## src/rtl/mode_req_arbiter.sv

```systemverilog
// mode_req_arbiter: two-requester round-robin arbiter that applies a latched mode command and times out stuck grants
// Ports: clk, rst (sync, active-high) | req[1:0] level requests, cmd0/cmd1[2:0] mode commands
//        grant[1:0] one-hot grant, ack/err/to_err one-cycle pulses, mode[1:0] mode register, busy = FSM not idle
module mode_req_arbiter #(
    parameter int TIMEOUT = 8
) (
    input  logic       clk,
    input  logic       rst,
    input  logic [1:0] req,
    input  logic [2:0] cmd0,
    input  logic [2:0] cmd1,
    output logic [1:0] grant,
    output logic       ack,
    output logic       err,
    output logic       to_err,
    output logic [1:0] mode,
    output logic       busy
);
    typedef enum logic [1:0] {IDLE = 2'b00, APPLY = 2'b01, RELEASE = 2'b10} state_t;
    logic [1:0] state_q, state_d;
    logic [1:0] grant_q, grant_d;
    logic [1:0] mode_q, mode_d;
    logic [2:0] cmd_q, cmd_d;
    logic [7:0] cnt_q, cnt_d;
    logic       last_q, last_d;
    logic       ack_q, ack_d;
    logic       err_q, err_d;
    logic       to_q, to_d;
    logic       busy_q, busy_d;
    logic       win;
    logic       gidx;
    always_comb begin
        state_d = state_q;
        grant_d = grant_q;
        mode_d  = mode_q;
        cmd_d   = cmd_q;
        cnt_d   = cnt_q;
        last_d  = last_q;
        ack_d   = 1'b0;
        err_d   = 1'b0;
        to_d    = 1'b0;
        // with both requesting, serve whoever was not served last
        win     = (req == 2'b11) ? ~last_q : req[1];
        gidx    = grant_q[1];
        case (state_q)
            IDLE: begin
                if (|req) begin
                    grant_d = win ? 2'b10 : 2'b01;
                    cmd_d   = win ? cmd1 : cmd0;
                    state_d = APPLY;
                end
            end
            APPLY: begin
                ack_d   = 1'b1;
                cnt_d   = 8'd0;
                state_d = RELEASE;
                // LOCKED only accepts the LOCKED command itself, as a no-op
                err_d   = cmd_q[2] || (mode_q == 2'd3 && cmd_q != 3'd3);
                mode_d  = (!cmd_q[2] && mode_q != 2'd3) ? cmd_q[1:0] : mode_q;
            end
            RELEASE: begin
                if (!req[gidx] || cnt_q == 8'(TIMEOUT - 1)) begin
                    grant_d = 2'b00;
                    last_d  = gidx;
                    to_d    = req[gidx];
                    state_d = IDLE;
                end else begin
                    cnt_d = cnt_q + 8'd1;
                end
            end
            default: begin
                grant_d = 2'b00;
                err_d   = 1'b1;
                state_d = IDLE;
            end
        endcase
        busy_d = state_d != IDLE;
    end
    always_ff @(posedge clk) begin
        if (rst) begin
            state_q <= IDLE;
            grant_q <= 2'b00;
            mode_q  <= 2'd0;
            cmd_q   <= 3'd0;
            cnt_q   <= 8'd0;
            last_q  <= 1'b1;
            ack_q   <= 1'b0;
            err_q   <= 1'b0;
            to_q    <= 1'b0;
            busy_q  <= 1'b0;
        end else begin
            state_q <= state_d;
            grant_q <= grant_d;
            mode_q  <= mode_d;
            cmd_q   <= cmd_d;
            cnt_q   <= cnt_d;
            last_q  <= last_d;
            ack_q   <= ack_d;
            err_q   <= err_d;
            to_q    <= to_d;
            busy_q  <= busy_d;
        end
    end
    assign grant  = grant_q;
    assign ack    = ack_q;
    assign err    = err_q;
    assign to_err = to_q;
    assign mode   = mode_q;
    assign busy   = busy_q;
endmodule
```

## config.mk

```make
export PLATFORM = sky130hd
export DESIGN_NAME = mode_req_arbiter
export DESIGN_NICKNAME = d
export VERILOG_FILES = /design/src/rtl/mode_req_arbiter.sv
export SDC_FILE = /design/constraint.sdc
export NUM_CORES = 1
export LEC_CHECK = 0
export BUFFER_PORTS_ARGS = -buffer_cell sky130_fd_sc_hd__buf_2
export CAP_MARGIN = 40
export CORE_MARGIN = 5
export CORE_UTILIZATION = 40
export CTS_CLUSTER_SIZE = 30
export DETAILED_ROUTE_END_ITERATION = 12
export HOLD_SLACK_MARGIN = 0.12
export PLACE_DENSITY = 0.67
export SYNTH_ARGS = -nofsm -noshare
export SYNTH_HDL_FRONTEND = slang
export SYNTH_SLANG_ARGS = --single-unit
```

## constraint.sdc

```tcl
create_clock -name clk -period 1.7 [get_ports clk]
set_clock_uncertainty 0.15 [all_clocks]
set_input_delay 0.255 -clock clk [delete_from_list [all_inputs] [get_ports clk]]
set_output_delay 0.255 -clock clk [all_outputs]
set_load 0.01 [all_outputs]
```

==> Implementation_results.wiki <==
{| class="wikitable"
! Metric !! Value
|-
| Max Root-Sink Buffers || 2
|-
| Part of the total power dissipated in the clock network || 27.4%
|-
| Antenna violations before repair || 0
|-
| Pwr Density || 728 mW/mm²
|-
| Setup repair after global routing missed its margin || yes
|-
| Footprint of the multi-input gates || 634 µm²
|-
| Total congestion overflow || 0
|-
| Most frequently used cell type in the post-synthesis netlist || dfxtp_1
|-
| Detailed placement HPWL || 1750 µm
|-
| Routed vias/inst || 5.34
|-
| TritonCTS clock tree || yes
|-
| Initial core utilization || 41.9%
|-
| Global placement routability congestion || 0.772
|-
| Worst Path Arrival || 1.73 ns
|-
| Final Max Slew Viols || 0
|-
| Ranking of synthesized cells by instance count || dfxtp_1 (22), nor2_1 (10), a21oi_1 (8), nand2_1 (8), o21ai_0 (7)
|-
| WL per Instance || 13.5 µm
|-
| Area of the mapped netlist || 0.00104 mm²
|-
| Vias in the first global route || 917
|-
| Number of endpoints failing setup at the final stage || 0
|-
| Total inserted antenna cells || 0
|-
| CP Cell Sequence || ha_4 > nor4b_4 > a211oi_4 > and4_4 > a311o_1
|-
| Area growth from synthesis to layout || 37.4%
|-
| Placeable core region || 0.00248 mm²
|-
| Die X-Extent || 60.9 µm
|-
| Net count of the finished layout || 167
|-
| CTS buffer count || 3
|-
| Synth warnings || 0
|-
| Number of antenna-violating nets in the routed design || 0
|-
| TritonCTS Sinks || 22
|-
| Clock transition time at the flip-flop clock pins of the worst setup and hold paths || 0.13 ns
|-
| Transition time at the pin with the least slew margin || 0.445 ns
|-
| Final core area utilization || 57.5%
|-
| Number of detailed-route iterations in the first pass || 4
|-
| Number of synthesized flops with an enable pin || 0
|-
| Peak supply drop || 0.000515 V
|-
| Count of cell types in the netlist || 40
|-
| Slowest cell delay on critical path || 0.37 ns
|-
| Switching power total || 275 µW
|-
| Total of hold buffers inserted after clock tree synthesis || 0
|-
| Run status || complete, no violations
|-
| Die Outline Area || 0.00371 mm²
|-
| Relative contribution of combinational cells to total power || 18.1%
|-
| Net count after synthesis || 125
|-
| Via count || 987
|-
| Worst skew pair latency || 0.30 ns
|-
| Global-route wire length before repair || 4220 µm
|-
| Crit Path Max Fanout || 5
|-
| Mean instance size in the synthesized netlist || 9.10 µm²
|-
| GRT Util Overall || 15.1%
|-
| Largest net degree at the start of global routing || 14
|-
| Post-detailed-route DRC marker count || 0
|-
| Kind of critical path || flop to flop
|-
| PnR Total Power || 1040 µW
|-
| Synthesized netlist cell count || 114
|-
| Fmax || 595 MHz
|-
| Share of the synthesized area in the top cell type || 42.5%
|-
| Ratio of cells with drive above 1 in the final layout || 40.6%
|-
| Sequential cell area || 444 µm²
|-
| Rel. slew slack || 70.2%
|-
| Max-cap violation count || 0
|-
| Post-detailed-routing wire length || 2490 µm
|-
| Final hold viol count || 0
|-
| Net switching fraction of the power || 26.5%
|-
| Library cell used as clock root buffer || clkbuf_4
|-
| Hold WC Path Type || input pin to flop
|-
| Share of power burned in registers || 54.4%
|-
| Share of synthesized flip-flops with an asynchronous set or reset || 0%
|-
| Cell internal pwr || 762 µW
|-
| Iteration-0 DRC Markers || 35
|-
| Rows || 18
|-
| Chip height || 60.9 µm
|-
| Input/output buffers || 17
|-
| Post-route worst hold slack || 0.126 ns
|-
| Final clock period utilization by the worst path || 98.9%
|-
| Final worst path period need || 1.68 ns
|-
| H-Tree Depth || 1
|-
| Sequential cell area fraction in the yosys report || 42.5%
|-
| Critical Path RT || 1.74 ns
|-
| Synth top area cells || dfxtp_1 (42%), mux2i_1 (5.8%), a21oi_1 (3.9%)
|-
| I/O pins || 18
|-
| Post-synth top flop || dfxtp_1
|-
| LEAKAGE || 0.000605 µW
|-
| Cell taking the most area after synthesis || dfxtp_1
|-
| Worst path slowest cell || dfxtp_2
|-
| FILL cells || 205
|-
| Setup crit end kind || flop
|-
| Crit path launch type || flop
|-
| FF+latch count, synth || 22
|}
-- metrics by stage --
stage	cells	cell area (µm²)	setup TNS (ns)	setup WS [ns]
floorplan	114	1050	0	0.00608
global placement	177	1290	-0.0575	-0.0575
detailed placement	177	1290	-0.117	-0.117
CTS	184	1380	0	0.0217
global route	185	1430	-0.236	-0.0625
finish	185	1430	0	0.0189
-- flip-flops by register name (all words and copies together), names as in the netlist --
signal   count
ack          1
err          1
cnt_q        8
mode         2
last_q       1
grant        2
state_q      2
busy         1
cmd_q        3
to_err       1
-- power groups by stage --
stage | Sequential, µW | Combinational, µW | Clock (µW)
floorplan | 575 | 100 | 0
global placement | 572 | 167 | 0
detailed placement | 573 | 170 | 0
CTS | 563 | 181 | 294
global route | 570 | 208 | 315
finish | 565 | 188 | 285
-- logic make-up (layout without fill, tap and decap cells) --
group,after synthesis,after routing,share of synthesized area (%)
AND/OR/NAND/NOR,48,48,27.1
AO/OA/AOI/OAI,27,28,17.5
flip-flops,22,22,42.5
buffers and inverters,8,48,3.98
multiplexers,7,7,6.88
adder cells (fa/ha/maj),1,1,1.21
XOR/XNOR,1,1,0.845
-- worst max-delay path, delay by kind of cell (launching register included) --
kind                     cells  cell delay, ns
AO/OA/AOI/OAI                2            0.45
adder cells (fa/ha/maj)      1            0.13
AND/OR/NAND/NOR              2            0.47
flip-flops                   1            0.37
-- repair_timing --
item	in CTS	in global routing
cloned	1	0
pin swaps	1	5
endpoints found under the setup margin	1	9
resized for setup	9	6
setup buffers	3	1
-- metal layers --
metal / routed length [µm] / GRT usage, %
met5: 0 / 0
met4: 19 / 4.64
met3: 111 / 2.34
met2: 1250 / 26.7
met1: 1110 / 18.6
-- area by class of cell --
type,count,area share [%]
Multi-Input combinational cell,85,44.5
Sequential cell,22,31.2
Timing Repair Buffer,40,18.1
Tap cell,30,2.63
Clock buffer,4,2.55
Inverter,4,1.05
-- layout by cell type, fill, tap and decap left out, types with 2 or more instances in the layout --
master     n
a211oi_4   2
buf_2     17
a21oi_1    7
mux2i_1    5
inv_1      4
nor4_1     2
nand2b_1   3
dfxtp_1   19
nand3_1    3
dfxtp_2    3
nor2_1    10
o21ai_0    6
and3_1     2
nor3b_1    2
nand2_1    8
clkbuf_4   3
a211oi_1   3
buf_4     23
nand4_1    3
or3_1      2
nor3_1     2
-- worst paths after layout --
check	start	endpoint	slack, ns	depth (start not counted)
worst min-delay path	rst	grant[1]$_SDFFE_PP0P_	0.13	2
worst max register to register	cnt_q[1]$_SDFFE_PP0P_	cnt_q[5]$_SDFFE_PP0P_	0.02	5
worst min register to register	grant[0]$_SDFFE_PP0P_	grant[0]$_SDFFE_PP0P_	0.34	2
worst max-delay path	cnt_q[1]$_SDFFE_PP0P_	cnt_q[5]$_SDFFE_PP0P_	0.02	5
(Power assumes the default switching activity.)
